===== config.mk =====
export PLATFORM = sky130hd
export DESIGN_NAME = irq_ctrl_flat
export DESIGN_NICKNAME = d
export VERILOG_FILES = /design/src/rtl/irq_pkg.sv /design/src/rtl/irq_ctrl_if.sv /design/src/rtl/irq_sync_edge.sv /design/src/rtl/irq_ctrl.sv /design/src/flat_wrapper.sv
export SDC_FILE = /design/constraint.sdc
export NUM_CORES = 1
export LEC_CHECK = 0
export BUFFER_PORTS_ARGS = -buffer_cell sky130_fd_sc_hd__buf_2
export CAP_MARGIN = 15
export CORE_MARGIN = 5
export CORE_UTILIZATION = 49
export DETAILED_ROUTE_END_ITERATION = 16
export GPL_TIMING_DRIVEN = 0
export PLACE_DENSITY_LB_ADDON = 0.2
export SLEW_MARGIN = 20
export SYNTH_ARGS = -nofsm -noshare
export SYNTH_HDL_FRONTEND = slang
export SYNTH_SLANG_ARGS = --single-unit

===== constraint.sdc =====
create_clock -name clk -period 1.85 [get_ports clk]
set_input_delay 0.4625 -clock clk [delete_from_list [all_inputs] [get_ports clk]]
set_output_delay 0.4625 -clock clk [all_outputs]
set_load 0.01 [all_outputs]

===== src/rtl/irq_pkg.sv =====
// ---------------------------------------------------------------------------
// irq_pkg: shared types and constants for the interrupt controller. Rev 1.0
// ---------------------------------------------------------------------------
`default_nettype none

package irq_pkg;

  localparam int DEF_N_IRQ = 8;

  typedef enum logic [1:0] {
    USER    = 2'd0,
    KERNEL  = 2'd1,
    HOLDOFF = 2'd2
  } irq_state_e;

  // The exception flag sits just above the channel-id field of cause.
  function automatic int cause_exc(input int id_w);
    return id_w;
  endfunction

endpackage

`default_nettype wire


===== src/rtl/irq_ctrl_if.sv =====
// ---------------------------------------------------------------------------
// irq_ctrl_if: MMIO and ID-stage decoder signals of the interrupt controller. Rev 1.0
// ---------------------------------------------------------------------------
`default_nettype none

interface irq_ctrl_if
  import irq_pkg::*;
#(
  parameter int N_IRQ = DEF_N_IRQ,
  parameter int ID_W  = (N_IRQ > 1) ? $clog2(N_IRQ) : 1
);

  logic             mask_we;
  logic [N_IRQ-1:0] mask_wdata;
  logic             ack_we;
  logic [N_IRQ-1:0] ack_wdata;
  logic             enter_irq;
  logic             enter_exc;
  logic             exit_kernel;
  logic             irq_req;
  logic             supervised;
  logic [ID_W:0]    cause;
  logic [N_IRQ-1:0] pending;
  logic [N_IRQ-1:0] mask;

  modport master (
    output mask_we, mask_wdata, ack_we, ack_wdata,
           enter_irq, enter_exc, exit_kernel,
    input  irq_req, supervised, cause, pending, mask
  );

  modport slave (
    input  mask_we, mask_wdata, ack_we, ack_wdata,
           enter_irq, enter_exc, exit_kernel,
    output irq_req, supervised, cause, pending, mask
  );

endinterface

`default_nettype wire


===== src/rtl/irq_sync_edge.sv =====
// ---------------------------------------------------------------------------
// irq_sync_edge: per-channel 2-FF synchroniser, edge detect and pending bit. Rev 1.0
// ---------------------------------------------------------------------------
`default_nettype none

module irq_sync_edge #(
  parameter bit EDGE = 1'b1
) (
  input  wire  clk,
  input  wire  reset_n,
  input  wire  irq_in,
  input  wire  ack,
  output logic pending
);

  logic s1;
  logic s2;
  logic s2_d;
  logic rise;
  logic pend_next;

  assign rise = s2 & ~s2_d;

  // Edge mode: a fresh edge beats a same-cycle ack. Level mode ignores ack.
  assign pend_next = EDGE ? (rise | (pending & ~ack)) : s2;

  always_ff @(posedge clk or negedge reset_n) begin
    if (!reset_n) begin
      s1      <= 1'b0;
      s2      <= 1'b0;
      s2_d    <= 1'b0;
      pending <= 1'b0;
    end else begin
      s1      <= irq_in;
      s2      <= s1;
      s2_d    <= s2;
      pending <= pend_next;
    end
  end

endmodule

`default_nettype wire


===== src/rtl/irq_ctrl.sv =====
// ---------------------------------------------------------------------------
// irq_ctrl: N-channel maskable prioritised interrupt controller with supervisor FSM. Rev 1.0
// ---------------------------------------------------------------------------
`default_nettype none

module irq_ctrl
  import irq_pkg::*;
#(
  parameter int               N_IRQ     = DEF_N_IRQ,
  parameter logic [N_IRQ-1:0] EDGE_MASK = '1,
  parameter int               ID_W      = (N_IRQ > 1) ? $clog2(N_IRQ) : 1
) (
  input  wire             clk,
  input  wire             reset_n,
  input  wire [N_IRQ-1:0] irq_in,
  irq_ctrl_if.slave       bus
);

  localparam int CAUSE_EXC = cause_exc(ID_W);

  irq_state_e       state;
  irq_state_e       next_state;
  logic [ID_W:0]    cause_q;
  logic [ID_W:0]    cause_next;
  logic [N_IRQ-1:0] mask_q;
  logic [N_IRQ-1:0] pending;
  logic [N_IRQ-1:0] active;
  logic [ID_W-1:0]  irq_id;
  logic             irq_req;

  genvar gi;
  generate
    for (gi = 0; gi < N_IRQ; gi++) begin : g_chan
      irq_sync_edge #(
        .EDGE (EDGE_MASK[gi])
      ) u_sync (
        .clk     (clk),
        .reset_n (reset_n),
        .irq_in  (irq_in[gi]),
        .ack     (bus.ack_we & bus.ack_wdata[gi]),
        .pending (pending[gi])
      );
    end
  endgenerate

  assign active  = pending & mask_q;
  assign irq_req = (|active) && (state == USER);

  // Scan downwards so the lowest set index (highest priority) is written last.
  always_comb begin
    irq_id = '0;
    for (int i = N_IRQ - 1; i >= 0; i--) begin
      if (active[i]) irq_id = ID_W'(i);
    end
  end

  always_ff @(posedge clk or negedge reset_n) begin
    if (!reset_n) begin
      state   <= USER;
      cause_q <= '0;
      mask_q  <= '0;
    end else begin
      state   <= next_state;
      cause_q <= cause_next;
      if (bus.mask_we) mask_q <= bus.mask_wdata;
    end
  end

  always_comb begin
    next_state = state;
    cause_next = cause_q;
    case (state)
      USER: begin
        if (bus.enter_irq && irq_req) begin
          next_state = KERNEL;
          cause_next = {1'b0, irq_id};
        end else if (bus.enter_exc) begin
          next_state            = KERNEL;
          cause_next            = '0;
          cause_next[CAUSE_EXC] = 1'b1;
        end
      end
      KERNEL: begin
        if (bus.exit_kernel) next_state = HOLDOFF;
      end
      // One forced user cycle so at least one user instruction issues between visits.
      HOLDOFF: next_state = USER;
      default: next_state = USER;
    endcase
  end

  assign bus.irq_req    = irq_req;
  assign bus.supervised = (state == KERNEL);
  assign bus.cause      = cause_q;
  assign bus.pending    = pending;
  assign bus.mask       = mask_q;

endmodule

`default_nettype wire

===== src/flat_wrapper.sv =====
// flat-port wrapper written by rule: the top's interface ports become plain ports
module irq_ctrl_flat import irq_pkg::*;
#(
  parameter int               N_IRQ     = DEF_N_IRQ,
  parameter logic [N_IRQ-1:0] EDGE_MASK = '1,
  parameter int               ID_W      = (N_IRQ > 1) ? $clog2(N_IRQ) : 1
)
  (clk, reset_n, irq_in, bus_mask_we, bus_mask_wdata, bus_ack_we, bus_ack_wdata, bus_enter_irq, bus_enter_exc, bus_exit_kernel, bus_irq_req, bus_supervised, bus_cause, bus_pending, bus_mask);
  irq_ctrl_if #(.N_IRQ(N_IRQ), .ID_W(ID_W)) bus_i ();
  input  wire clk;
  input  wire reset_n;
  input  wire [N_IRQ-1:0] irq_in;
  input wire logic [$bits(bus_i.mask_we)-1:0] bus_mask_we;
  input wire logic [$bits(bus_i.mask_wdata)-1:0] bus_mask_wdata;
  input wire logic [$bits(bus_i.ack_we)-1:0] bus_ack_we;
  input wire logic [$bits(bus_i.ack_wdata)-1:0] bus_ack_wdata;
  input wire logic [$bits(bus_i.enter_irq)-1:0] bus_enter_irq;
  input wire logic [$bits(bus_i.enter_exc)-1:0] bus_enter_exc;
  input wire logic [$bits(bus_i.exit_kernel)-1:0] bus_exit_kernel;
  output wire logic [$bits(bus_i.irq_req)-1:0] bus_irq_req;
  output wire logic [$bits(bus_i.supervised)-1:0] bus_supervised;
  output wire logic [$bits(bus_i.cause)-1:0] bus_cause;
  output wire logic [$bits(bus_i.pending)-1:0] bus_pending;
  output wire logic [$bits(bus_i.mask)-1:0] bus_mask;
  assign bus_i.mask_we = bus_mask_we;
  assign bus_i.mask_wdata = bus_mask_wdata;
  assign bus_i.ack_we = bus_ack_we;
  assign bus_i.ack_wdata = bus_ack_wdata;
  assign bus_i.enter_irq = bus_enter_irq;
  assign bus_i.enter_exc = bus_enter_exc;
  assign bus_i.exit_kernel = bus_exit_kernel;
  assign bus_irq_req = bus_i.irq_req;
  assign bus_supervised = bus_i.supervised;
  assign bus_cause = bus_i.cause;
  assign bus_pending = bus_i.pending;
  assign bus_mask = bus_i.mask;
  irq_ctrl #(.N_IRQ(N_IRQ), .EDGE_MASK(EDGE_MASK), .ID_W(ID_W)) u_core (.clk(clk), .reset_n(reset_n), .irq_in(irq_in), .bus(bus_i));
endmodule

Yosys cells after proc, flatten, opt, wreduce, memory -nomap -nowiden:

Index checks and enable logic that the tools add are counted.

* bits of input ports: 31
* register bits after elaboration: 46

* multiplexer cells: 14
* bitwise logic cells: 49
* eq/ne operators: 3
* reduce and logical (&&, ||, !) cells: 7

Operators by type and width (count)
* $and 1x1->1: 24
* $mux 3: 8
* $not 1->1: 16
* $and 8x8->8: 1
* $mux 4: 2
* $or 1x1->1: 8
* $reduce_or 8->1: 1
* $mux 2: 3
* $pmux 2 s2: 1
* $reduce_and 2->1: 2
* $ne 3x3->1 const B: 1
* $eq 2x1->1 const B: 1
* $logic_and 1x1->1: 2
* $logic_not 2->1: 1
* $ne 2x2->1 const B: 1
* $reduce_bool 2->1: 1

Longest topological paths before layout:

* depth after elaboration: 10
* depth in mapped cells: 4
* depth with buffers taken out: 4

Hierarchy:

A second synthesis with hierarchy kept.

* cells, all modules: 121
* area total of the unflattened synthesis: 1719.1 µm²

Modules (own cells, without submodules)
* irq_sync_edge: sequential area each 100.1 µm², instances 8, area an instance 120.1 µm², cells an instance 7
* irq_ctrl: sequential area each 350.3 µm², instances 1, area an instance 758.2 µm², cells an instance 65

Worst setup path before layout:

OpenSTA, ideal clock, no wires.

* kind: register to output
* from: register u_core.mask_q[4] (netlist: u_core.bus.mask[4])
* to: output port bus_irq_req
* cell stages (with the launch flop): 5
* path slack: 0.413 ns
* buffers on the path: 0
* arrival time: 0.975 ns
* required time: 1.387 ns
* cells stage by stage: dfrtp_1 > a22oi_1 > nand2_1 > nor2_1 > nor3_1

* cells in the longest elaborated chain, start to end: 3

Ends and longest elaborated chain
* start: declaration: line irq_ctrl.sv:25 `logic [N_IRQ-1:0] mask_q;`
* start signal: assignment: line irq_ctrl.sv:65 `if (bus.mask_we) mask_q <= bus.mask_wdata;`
* $and 8x8->8: line irq_ctrl.sv:46 `assign active = pending & mask_q;`
* $reduce_or 8->1: line irq_ctrl.sv:47 `assign irq_req = (|active) && (state == USER);`
* $logic_and 1x1->1: line irq_ctrl.sv:47
* end: declaration: line flat_wrapper.sv:20 `output wire logic [$bits(bus_i.irq_req)-1:0] bus_irq_req;`

Every way passes these cells.

Worst setup path in the final report:

* from: register u_core.g_chan[1].u_sync.pending
* to: output port bus_irq_req

* cells in the longest elaborated chain, start to end: 3

Ends and longest elaborated chain
* start: declaration: line irq_sync_edge.sv:13 `output logic pending`
* start signal: assignment: line irq_sync_edge.sv:37 `pending <= pend_next;`
* $and 8x8->8: line irq_ctrl.sv:46
* $reduce_or 8->1: line irq_ctrl.sv:47
* $logic_and 1x1->1: line irq_ctrl.sv:47

Every way passes these cells.

==> out/results.tsv <==
metric	value	unit
outcome	finished with violations	
violations	negative setup slack	
cts_tree	built	
r2r_setup_slack	0.33	ns
drt_iter0_drc	80	
antenna_cells	0	
finalCriticalPeriod	1.90	ns
min_period_over_period	103	%
die-width	68.3	microns
dpl.hpwl	2390	microns
setup_slack	-0.0495	ns
dpl_cell_area	1970	sq um
yosysSeqAreaShare	69.2	%
drv_slew	0	
clock_latency	0.36	ns
rsz0062_at_grt	true	
slowest_delay	0.41	ns
min_path_type	in2async	
whs	0.0762	ns
crit_path_end_kind	primary output	
layout.cells.non_filler	249	
overflow	0	
core_area	3310	sq um
finalSetupTns	-0.0495	ns
fmax	0.526	GHz
p_leak	1.09	nW
drt-total-wl	3340	microns
syn_area	1660	sq um
cp_max_fo	2	
design_area	2180	sq um
antenna_left	0	
dieHeight	68.3	microns
drive_gt1_share	48.3	%
crit_type	reg2out	
rows	21	
r2r-end	u_core.state[0]	
layout_common_cells	buf_2 (49), dfrtp_1 (44), buf_4 (25)	
grt_max_degree	47	
first_pass_iters	4	
r2r-start	u_core.state[1]	
via_count	1193	
slowest_stage	dfrtp_1	
yosys_warnings	0	
yosys-top-cells-area	dfrtp_1 (69%), mux2_2 (5.4%), nand2_1 (5.2%)	
clock_sinks	46	
mostFrequentLayoutCell	buf_2	
grt_pass1_wl	5580	microns
vias_per_cell	4.79	
antenna_found_initial	0	
fill_cells	291	
fin_worst_skew	0.0120	ns
critPathRequiredTime	1.39	ns
placedCellCount	225	
synth_area_per_cell	12.9	sq um
crit_arrival	1.44	ns
max_cap_violations	0	
ios	53	
finalHoldViolations	0	
grt_usage	16.8	%
cts_root_buffer	clkbuf_4	
netlist_instances	129	
path_clk_slew	0.14	ns
route.detailed.wl_per_inst	13.4	microns
grt_pass1_vias	1278	
cts_buffers	5	
synth-seq-cells	46	
drc	0	
yosysTopAreaCellShare	69.2	%
ff2ff_path_depth	4	
area_growth_syn_to_layout	30.9	%
p_per_area	1040	nW/um^2
die_area	4660	sq um
gp_congestion	0.792	
nNetsFinal	233	
clockBufferDepth	2	
initial_utilization	50.3	%
worst_pin_slew	0.558	ns
max-vdd-ir-drop	0.570	mV
yosysTopAreaCell	dfrtp_1	
startpoint_type	register	
maxSlewHeadroom	62.8	%
setup_violations	1	
htreeDepth	2	
synth_cell_type_count	23	
synth_nets	160	
io_buffers	50	
crit_chain	a22oi_2 > nand2_1 > nor2_1 > nor3_1 > buf_2	
==> where the power goes <==
part	internal (mW)	switching [mW]
Sequential	1.12	0.0886
Combinational	0.293	0.267
Clock	0.153	0.338
==> cells in the mapped netlist <==
library cell / n
a32o_1: 2
or3b_4: 1
mux2_2: 8
and2_1: 1
and2b_1: 1
mux2i_1: 1
inv_1: 9
dfrtp_1: 46
buf_4: 8
clkbuf_1: 2
nor3_1: 2
o21ai_0: 8
a211oi_1: 1
a21oi_1: 2
a221oi_1: 1
a222oi_1: 1
nand2_1: 23
or3b_1: 1
a41oi_2: 1
o2bb2ai_1: 1
a22oi_1: 6
nor3b_1: 1
nor2_1: 2
==> routing by layer <==
layer,share of wire [%],GRT usage (%),routed length (microns),vias to the layer above
met3,7.3,3.78,243,6
met2,51,29.2,1690,41
met5,0,0,0,-
li1,-,-,-,580
met4,1.9,9.68,63,0
met1,40,18.6,1350,566
==> per-stage QoR <==
stage	setup WS, ns	total power, mW	utilization [%]
after floorplan	0.413	1.51	-
after global routing	-0.130	2.41	65.8
final	-0.0495	2.26	65.8
after global placement	0.234	1.69	59.6
after detailed placement	0.198	1.72	59.6
after CTS	-0.0307	2.27	65.0
==> state kept, by name (all words and copies together) (netlist names) <==
register                      flops
u_core.state                      2
u_core.g_chan.u_sync.pending      8
u_core.bus.mask                   8
u_core.g_chan.u_sync.s2_d         8
u_core.g_chan.u_sync.s1           8
u_core.bus.cause                  4
u_core.g_chan.u_sync.s2           8
==> how the worst max path moves through the flow <==
stage | end | slack, ns | cells after the start | from
5_1_grt | bus_irq_req | -0.13 | 5 | u_core.g_chan[1].u_sync.pending
4_1_cts | bus_irq_req | -0.03 | 5 | u_core.g_chan[2].u_sync.pending
2_1_floorplan | bus_irq_req | 0.41 | 4 | u_core.bus.mask[4]
3_3_place_gp | bus_irq_req | 0.23 | 5 | u_core.g_chan[2].u_sync.pending
6_report | bus_irq_req | -0.05 | 5 | u_core.g_chan[1].u_sync.pending
3_5_place_dp | bus_irq_req | 0.20 | 5 | u_core.g_chan[2].u_sync.pending
==> repair_timing <==
item / 4_1_cts / 5_1_grt
setup endpoints to repair: 1 / 1
hold buffers: 0 / 0
setup buffers: 13 / 3
pin swaps: 4 / 3
resized for setup: 5 / 1
==> final cells by class <==
| type | instances | area [sq um] | area share (%) |
|---|---|---|---|
| clock buffers | 5 | 37.5 | 1.72 |
| clock inverters | 3 | 23.8 | 1.09 |
| well taps | 46 | 57.6 | 2.64 |
| multi-input cells | 64 | 432 | 19.8 |
| inverters | 9 | 33.8 | 1.55 |
| plain buffers | 10 | 67.6 | 3.10 |
| flip-flops and latches | 46 | 1150 | 53.0 |
| repair buffers | 66 | 373 | 17.1 |
==> logic make-up (layout without fill, tap and decap cells) <==
logic type	after synthesis	after routing	share of synthesized area, %
AOI/OAI and AO/OA	23	23	10.0
muxes	9	9	6.02
DFF	46	46	69.2
buffers and inverters	19	93	6.09
and+or+nand+nor	32	32	8.72
==> critical path, delay by kind of cell, from the launching register on <==
kind / cells / cell delay, ns
DFF: 1 / 0.41
and+or+nand+nor: 3 / 0.29
buffers and inverters: 1 / 0.14
AOI/OAI and AO/OA: 1 / 0.23
No activity file was read; power rests on OpenSTA's default activity.
